--- src/rtl/npu_pkg.sv ---
// Purpose : shared NPU datapath types and default sizing constants.
// Latency : n/a (package only).
// Backpressure : n/a (package only).
package npu_pkg;

    // Drain FSM states shared by FIFO-consuming MAC blocks.
    typedef enum logic [1:0] {
        IDLE = 2'd0,
        RUN  = 2'd1,
        DONE = 2'd2
    } mac_state_t;

    localparam int NBITS_DEF   = 16;
    localparam int MAX_LEN_DEF = 64;
    localparam int FRAC_DEF    = 8;

endpackage : npu_pkg

--- src/rtl/fifo_mac_datapath.sv ---
// Purpose : signed multiply, accumulate and quantize for the FIFO drain MAC.
// Latency : acc_o and data_o are registered one edge after clr_i/en_i.
// Backpressure : none; the parent FSM gates en_i.
//
// Ports:
//   clk_i, rst_ni      clock, asynchronous active-low reset
//   clr_i              zero the accumulator on the next edge (wins over en_i)
//   en_i               add a_i*w_i into the accumulator on the next edge
//   a_i, w_i           signed operands
//   acc_o              raw accumulator
//   data_o             quantized accumulator (acc >>> FRAC)
// Build option: FIFO_MAC_SAT_EN selects clamping instead of wrapping for data_o.
module fifo_mac_datapath #(
    parameter int NBITS    = 16,
    parameter int ACC_BITS = 38,
    parameter int FRAC     = 8
) (
    input  logic                       clk_i,
    input  logic                       rst_ni,
    input  logic                       clr_i,
    input  logic                       en_i,
    input  logic signed [NBITS-1:0]    a_i,
    input  logic signed [NBITS-1:0]    w_i,
    output logic        [ACC_BITS-1:0] acc_o,
    output logic        [NBITS-1:0]    data_o
);

    logic signed [2*NBITS-1:0]  prod;
    logic signed [ACC_BITS-1:0] acc_q, acc_d;
    logic        [NBITS-1:0]    data_q, data_d;

    assign prod = a_i * w_i;

    always_comb begin
        acc_d = acc_q;
        if (clr_i) begin
            acc_d = '0;
        end else if (en_i) begin
            acc_d = acc_q + {{(ACC_BITS-2*NBITS){prod[2*NBITS-1]}}, prod};
        end
    end

    // The quantized output is computed from the next accumulator value so
    // that it lands in a register on the same edge as the accumulator; in
    // DONE the accumulator holds, so data_q stays consistent with acc_q.
`ifdef FIFO_MAC_SAT_EN
    localparam logic signed [ACC_BITS-1:0] SAT_MAX =
        {{(ACC_BITS-NBITS+1){1'b0}}, {(NBITS-1){1'b1}}};
    localparam logic signed [ACC_BITS-1:0] SAT_MIN =
        {{(ACC_BITS-NBITS+1){1'b1}}, {(NBITS-1){1'b0}}};

    logic signed [ACC_BITS-1:0] shifted;

    always_comb begin
        shifted = acc_d >>> FRAC;
        if (shifted > SAT_MAX) begin
            data_d = SAT_MAX[NBITS-1:0];
        end else if (shifted < SAT_MIN) begin
            data_d = SAT_MIN[NBITS-1:0];
        end else begin
            data_d = shifted[NBITS-1:0];
        end
    end
`else
    // Wrapping: the low NBITS bits of acc >>> FRAC are just a slice of acc.
    always_comb begin
        data_d = acc_d[FRAC +: NBITS];
    end
`endif

    always_ff @(posedge clk_i or negedge rst_ni) begin
        if (!rst_ni) begin
            acc_q  <= '0;
            data_q <= '0;
        end else begin
            acc_q  <= acc_d;
            data_q <= data_d;
        end
    end

    assign acc_o  = acc_q;
    assign data_o = data_q;

endmodule : fifo_mac_datapath

--- src/rtl/fifo_mac_drain.sv ---
// Purpose : pops paired activation/weight FIFOs, accumulates len products, presents quantized dot product.
// Latency : out_valid len+1 cycles after start at full rate (1 cycle for len=0); one element per cycle.
// Backpressure : FIFO empties stall RUN indefinitely; out_ready low holds the result in DONE.
//
// Ports:
//   clk, rst                 clock, asynchronous active-low reset
//   start, len, busy         command (honoured only in IDLE) and status
//   a_empty, a_q, a_ren      activation FIFO (combinational-read pop)
//   w_empty, w_q, w_ren      weight FIFO (combinational-read pop)
//   out_valid, out_ready     result handshake
//   out_data, out_acc        quantized and raw result, registered
// Build option: FIFO_MAC_SAT_EN clamps out_data instead of wrapping.
module fifo_mac_drain
    import npu_pkg::*;
#(
    parameter int NBITS    = NBITS_DEF,
    parameter int MAX_LEN  = MAX_LEN_DEF,
    parameter int LEN_W    = $clog2(MAX_LEN) + 1,
    parameter int ACC_BITS = 2*NBITS + $clog2(MAX_LEN),
    parameter int FRAC     = FRAC_DEF
) (
    input  logic                       clk,
    input  logic                       rst,
    input  logic                       start,
    input  logic        [LEN_W-1:0]    len,
    output logic                       busy,
    input  logic                       a_empty,
    input  logic signed [NBITS-1:0]    a_q,
    output logic                       a_ren,
    input  logic                       w_empty,
    input  logic signed [NBITS-1:0]    w_q,
    output logic                       w_ren,
    output logic                       out_valid,
    input  logic                       out_ready,
    output logic        [NBITS-1:0]    out_data,
    output logic        [ACC_BITS-1:0] out_acc
);

    mac_state_t       state_q, state_d;
    logic [LEN_W-1:0] count_q, count_d;
    logic [LEN_W-1:0] len_q, len_d;
    logic [LEN_W-1:0] count_inc;
    logic             pop;
    logic             clr;

    // Both FIFOs pop together or not at all, so operands stay paired.
    assign pop       = (state_q == RUN) & ~a_empty & ~w_empty;
    assign a_ren     = pop;
    assign w_ren     = pop;
    assign busy      = (state_q != IDLE);
    assign out_valid = (state_q == DONE);
    assign count_inc = count_q + LEN_W'(1);

    always_comb begin
        state_d = state_q;
        count_d = count_q;
        len_d   = len_q;
        clr     = 1'b0;
        unique case (state_q)
            IDLE: begin
                if (start) begin
                    clr     = 1'b1;
                    count_d = '0;
                    len_d   = len;
                    state_d = (len == '0) ? DONE : RUN;
                end
            end
            RUN: begin
                if (pop) begin
                    count_d = count_inc;
                    if (count_inc == len_q) begin
                        state_d = DONE;
                    end
                end
            end
            DONE: begin
                if (out_ready) begin
                    state_d = IDLE;
                end
            end
            default: begin
                state_d = IDLE;
            end
        endcase
    end

    always_ff @(posedge clk or negedge rst) begin
        if (!rst) begin
            state_q <= IDLE;
            count_q <= '0;
            len_q   <= '0;
        end else begin
            state_q <= state_d;
            count_q <= count_d;
            len_q   <= len_d;
        end
    end

    fifo_mac_datapath #(
        .NBITS    (NBITS),
        .ACC_BITS (ACC_BITS),
        .FRAC     (FRAC)
    ) u_datapath (
        .clk_i  (clk),
        .rst_ni (rst),
        .clr_i  (clr),
        .en_i   (pop),
        .a_i    (a_q),
        .w_i    (w_q),
        .acc_o  (out_acc),
        .data_o (out_data)
    );

endmodule : fifo_mac_drain

--- config.mk ---
export PLATFORM = sky130hd
export DESIGN_NAME = fifo_mac_drain
export DESIGN_NICKNAME = d
export VERILOG_FILES = /design/src/rtl/npu_pkg.sv /design/src/rtl/fifo_mac_datapath.sv /design/src/rtl/fifo_mac_drain.sv
export SDC_FILE = /design/constraint.sdc
export NUM_CORES = 1
export LEC_CHECK = 0
export BUFFER_PORTS_ARGS = -buffer_cell sky130_fd_sc_hd__buf_2
export CORE_ASPECT_RATIO = 0.5
export CORE_UTILIZATION = 41
export CTS_CLUSTER_DIAMETER = 150
export DETAILED_ROUTE_END_ITERATION = 6
export PLACE_DENSITY = 0.7
export SYNTH_ARGS = -nofsm -noshare
export SYNTH_HDL_FRONTEND = slang
export SYNTH_SLANG_ARGS = --single-unit
--- constraint.sdc ---
create_clock -name clk -period 3.85 [get_ports clk]
set_input_delay 0.77 -clock clk [delete_from_list [all_inputs] [get_ports clk]]
set_output_delay 0.77 -clock clk [all_outputs]
set_load 0.03 [all_outputs]
# After elaboration in Yosys (flattened, before gate mapping)
# Cells that the tools add are included.
# Widths: inputs -> output; s select.
[op_classes] bitwise=4 reduce_logical=8 eq_ne=7 n_mux=13 n_mul=1 addsub=2
[op_table] op="$mux 38" count=2
[op_table] op="$add 38x38->38" count=1
[op_table] op="$mul 16x16->32" count=1
[op_table] op="$mux 7" count=2
[op_table] op="$pmux 7 s2" count=1
[op_table] op="$mux 2" count=5
[op_table] op="$add 7x1->7 const B" count=1
[op_table] op="$eq 7x7->1" count=1
[op_table] op="$logic_not 7->1" count=1
[op_table] op="$pmux 2 s3" count=1
[op_table] op="$reduce_bool 2->1" count=3
[op_table] op="$ne 2x1->1 const B" count=2
[op_table] op="$ne 2x2->1 const B" count=2
[op_table] op="$reduce_and 4->1" count=1
[op_table] op="$reduce_and 3->1" count=1
[op_table] op="$and 1x1->1" count=2
[op_table] op="$eq 2x1->1 const B" count=1
[op_table] op="$eq 2x2->1 const B" count=1
[op_table] op="$logic_not 2->1" count=1
[op_table] op="$mux 1" count=2
[op_table] op="$not 1->1" count=2
[op_table] op="$reduce_and 2->1" count=1
[word_totals] regBits=54 elab_cells=40 inputBits=45 out_inout_bits=58

# Depth between registers and ports, before layout
[depth] depth_word=5 mapped_depth=37 ltp_nobuf=36

# Modules after synthesis
# Synthesis repeated with hierarchy kept, for this count alone.
[hier_totals] hier_cells=1576 hier_area_um2=14211.1
[modules_own_cells] module="fifo_mac_datapath" cells_each=1484 instances=1 area_each_um2=13274.0 seq_area_each_um2=950.9
[modules_own_cells] module="fifo_mac_drain" cells_each=92 instances=1 area_each_um2=937.1 seq_area_each_um2=400.4

# Worst setup path before layout
# OpenSTA, ideal clock, no wires.
[synth_path] path_type="input-to-reg" from="input port w_q[1]" to="register u_datapath.acc_q[37], in the netlist u_datapath.acc_o[37]" required_ns=3.781 stages=34 setup_slack_ns=-4.593 arrival_ns=8.374 setup_ns=0.069 n_path_buf=1 path_cell_list="clkbuf_1 -> nand2_1 -> inv_1 -> fa_1 -> inv_1 -> fa_1 -> inv_1 -> fa_1 -> fa_1 -> fa_1 -> inv_1 -> fa_1 -> inv_1 -> ha_1 -> and3_1 -> and3_1 -> a22oi_1 -> a32oi_1 -> a21oi_1 -> nor2b_1 -> o21ai_0 -> nor2b_1 -> xnor2_1 -> ha_1 -> nor4_1 -> o21ai_0 -> o22a_2 -> a211oi_2 -> a2111oi_2 -> a211oi_1 -> a21oi_2 -> xnor2_1 -> or3_1 -> nand3_1"
[synth_via] elab_chain_len=4
[synth_lines] element="start: declaration" line="fifo_mac_drain.sv:31" rtl="input logic signed [NBITS-1:0] w_q,"
[synth_lines] element="$mul 16x16->32" line="fifo_mac_datapath.sv:32" rtl="assign prod = a_i * w_i;"
[synth_lines] element="$add 38x38->38" line="fifo_mac_datapath.sv:39" rtl="acc_d = acc_q + {{(ACC_BITS-2*NBITS){prod[2*NBITS-1]}}, prod};"
[synth_lines] element="$mux 38" line="fifo_mac_datapath.sv:38" rtl="end else if (en_i) begin"
[synth_lines] element="$mux 38" line="fifo_mac_datapath.sv:36" rtl="if (clr_i) begin"
[synth_lines] element="end signal: assignment" line="fifo_mac_datapath.sv:73" rtl="acc_q <= '0;"
[synth_lines] element="end signal: assignment" line="fifo_mac_datapath.sv:76" rtl="acc_q <= acc_d;"
[synth_lines] element="end: declaration" line="fifo_mac_datapath.sv:29" rtl="logic signed [ACC_BITS-1:0] acc_q, acc_d;"
# Every way passes these cells. The select of a mux whose other input is x is not followed.
# A chain may end at the register's enable or synchronous reset.

# Worst setup path after layout
[layout_path] from="input port w_q[4]" to="register u_datapath.acc_q[37], in the netlist u_datapath.acc_o[37]"
# The elaborated chain is that of the path after synthesis.

==> impl_metrics.env <==
export IMPL_outcome="finished, violations left"
export IMPL_violations="setup timing"
export IMPL_clk_latency_ps=300
export IMPL_grt_usage_pct=22.0
export IMPL_syn_area_per_cell_um2=9.05
export IMPL_critical_path_class="in -> reg"
export IMPL_min_period_ps=8000
export IMPL_reg2reg_slack_ps=660
export IMPL_worstHoldPathType="reg -> reg"
export IMPL_cts_tree="built"
export IMPL_tightest_slew_ps=874
export IMPL_root_buffer="clkbuf_16"
export IMPL_max_freq_mhz=125
export IMPL_die_area_um2=34800
export IMPL_drive_gt1_share_pct=35.6
export IMPL_start_util_pct=41.9
export IMPL_cts_buffers=5
export IMPL_ctsHoldBuffers=0
export IMPL_grt_ovfl_total=0
export IMPL_setup_slack_ps=-4150
export IMPL_finalSetupViolCount=34
export IMPL_antenna_left=0
export IMPL_finalInstanceArea_um2=19100
export IMPL_antenna_found_initial=0
export IMPL_core_area_um2=33300
export IMPL_place_ws_ps=-4600
export IMPL_ys_warn_count=0
export IMPL_fillCellCount=2659
export IMPL_syn_area_um2=14000
export IMPL_final_nets=2348
export IMPL_fin_crit_sh_pct=208
export IMPL_cpMostUsedCell="fa_1"
export IMPL_required_ps=4090
export IMPL_avgViaCountPerCell=4.98
export IMPL_cp_end_kind="flop"
export IMPL_rsz0062_at_grt="yes"
export IMPL_io_pins=103
export IMPL_cp_depth=36
export IMPL_antenna_cells=0
export IMPL_critPathBufInv=5
export IMPL_drtIter0Drc=532
export IMPL_drc=0
export IMPL_setup_tns_ps=-101120
export IMPL_cp_arrival_ps=8230
export IMPL_synthArstFlopShare_pct=100
export IMPL_synthToLayoutAreaGrowth_pct=36.7
export IMPL_cp_slowest_cell="fa_1"
export IMPL_postSynthCellCount=1543
export IMPL_ys_types=69
export IMPL_seq_area_um2=1350
export IMPL_chipWidth_um=263
export IMPL_place_congestion=0.899
export IMPL_grt_pass1_wl_um=62400
export IMPL_maxCapViolCount=0
export IMPL_crit_fanout=7
export IMPL_synth_nets=1973
export IMPL_relSlewSlack_pct=41.7
export IMPL_synth_flop_cell="dfrtp_1"
export IMPL_vias=11742
export IMPL_maxSlewViolCount=0
export IMPL_port_buffers=102
export IMPL_htreeDepth=2
export IMPL_path_clk_slew_ps=70
export IMPL_grt_max_degree=37
export IMPL_crit_family="adder cells"
export IMPL_multiInputGateArea_um2=12400
export IMPL_dp_hpwl_um=29900
export IMPL_routed_wl_um=38200
export IMPL_cp_start_kind="input port"
export IMPL_num_rows=47
export IMPL_reg2regPathDepth=15
export IMPL_worstHoldPathCells=2
export IMPL_ys_ff_latch=54
export IMPL_dr_pass1_iters=5
export IMPL_max_stage_delay_ps=540
export IMPL_dpl_instance_area_um2=17200
export IMPL_finalHoldViolCount=0
export IMPL_cts_num_sinks=54
export IMPL_skew_ps=9.00
export IMPL_synth_edf_count=0
export IMPL_ctsLongestPathBuffers=2
export IMPL_die_y_um=132
export IMPL_routedWlPerCell_um=16.2
export IMPL_ys_seq_area_share_pct=9.68
export IMPL_fin_hold_ws_ps=527
export IMPL_grt_pass1_vias=12385
-- synth_stat cells, types with 20 or more instances --
master	count	area [um^2]
o21ai_0	60	300
and2_1	120	751
xnor2_1	56	490
xor2_1	27	236
a21o_1	20	150
nor2_1	42	158
fa_1	263	5270
inv_1	307	1150
nand2_1	183	687
ha_1	122	1530
a21oi_1	55	275
dfrtp_1	54	1350
clkbuf_1	36	135
-- per-stage QoR --
step           cells  utilization, %
5_1_grt         2360            57.3
6_report        2360            57.3
2_1_floorplan   1543               -
4_1_cts         2340            55.3
3_5_place_dp    2302            51.6
3_3_place_gp    2302            51.6
-- what timing repair did --
| item | in CTS | in global routing |
|---|---|---|
| pin swaps | 104 | 97 |
| buffers inserted | 38 | 29 |
| resized for setup | 190 | 111 |
| endpoints found under the setup margin | 34 | 34 |
-- state kept, by name (all words and copies together), names as in the netlist --
signal            count
state_q               2
len_q                 7
u_datapath.acc_o     38
count_q               7
-- cells by family after synthesis --
| group | share of synthesized area (%) |
|---|---|
| xor gates and xnor gates | 5.32 |
| DFF | 9.68 |
| adders and majority gates | 48.7 |
| buffers and inverters | 10.5 |
| and+or+nand+nor | 15.0 |
| muxes | 0.636 |
| AOI/OAI and AO/OA | 10.2 |
-- layout make-up --
cell class | count | area share, %
Inverter | 308 | 6.08
Clock inverter | 2 | 0.315
Clock buffer | 6 | 0.728
Multi-Input combinational cell | 1119 | 65.0
Timing Repair Buffer | 430 | 17.9
Tap cell | 441 | 2.89
Sequential cell | 54 | 7.08
-- metal layers --
metal  part of all wire (%)  global-route usage (%)
met1                     46                    31.1
met4                    1.8                    4.48
met3                    3.6                    1.95
met5                      0                       0
met2                     49                    37.0
-- worst paths after layout --
kind | from | to
max | w_q[4] | u_datapath.acc_o[37]
max reg2reg | u_datapath.acc_o[0] | u_datapath.acc_o[24]
max in group asynchronous | rst | u_datapath.acc_o[19]
min | u_datapath.acc_o[3] | u_datapath.acc_o[3]
min in group asynchronous | rst | u_datapath.acc_o[2]
min reg2reg | u_datapath.acc_o[3] | u_datapath.acc_o[3]
-- worst register-to-register path, stage by stage, from the launching register on --
cell and delay [ps]:
dfrtp_1 400, ha_1 240, inv_1 80, fa_1 200, nor2b_1 50, o21ai_0 290
a21boi_2 110, o211a_1 260, o21ai_1 250, a21oi_4 110, a21bo_2 230, a21o_1 200
a21oi_2 210, o21bai_1 100, xor2_1 150, a22o_1 180
-- layout by cell type (no fill, tap or decap), types with 5 or more instances in the layout --
| cell type | count |
|---|---|
| nor2b_1 | 7 |
| o21ai_2 | 10 |
| a211oi_2 | 5 |
| xnor2_4 | 5 |
| o21a_1 | 8 |
| a21oi_2 | 28 |
| buf_2 | 81 |
| a22o_1 | 8 |
| and2_4 | 29 |
| o21ai_0 | 22 |
| clkbuf_16 | 5 |
| o21bai_1 | 7 |
| buf_4 | 263 |
| xor2_1 | 23 |
| buf_12 | 7 |
| xnor2_1 | 35 |
| nand2b_1 | 13 |
| nand2_2 | 11 |
| ha_2 | 6 |
| and2_1 | 91 |
| nand2_1 | 169 |
| ha_4 | 30 |
| dfrtp_1 | 54 |
| fa_2 | 8 |
| nor3_1 | 8 |
| mux2_2 | 7 |
| nor2_1 | 35 |
| o21ai_1 | 38 |
| xnor2_2 | 17 |
| inv_2 | 23 |
| inv_1 | 282 |
| a21o_1 | 20 |
| nand4_1 | 5 |
| nand3_1 | 9 |
| fa_1 | 255 |
| a21oi_1 | 26 |
| ha_1 | 86 |
| buf_6 | 73 |
Power is left out: the tool's default activity adds up to more than one toggle a clock period on the data nets, which glitch-free logic cannot reach.
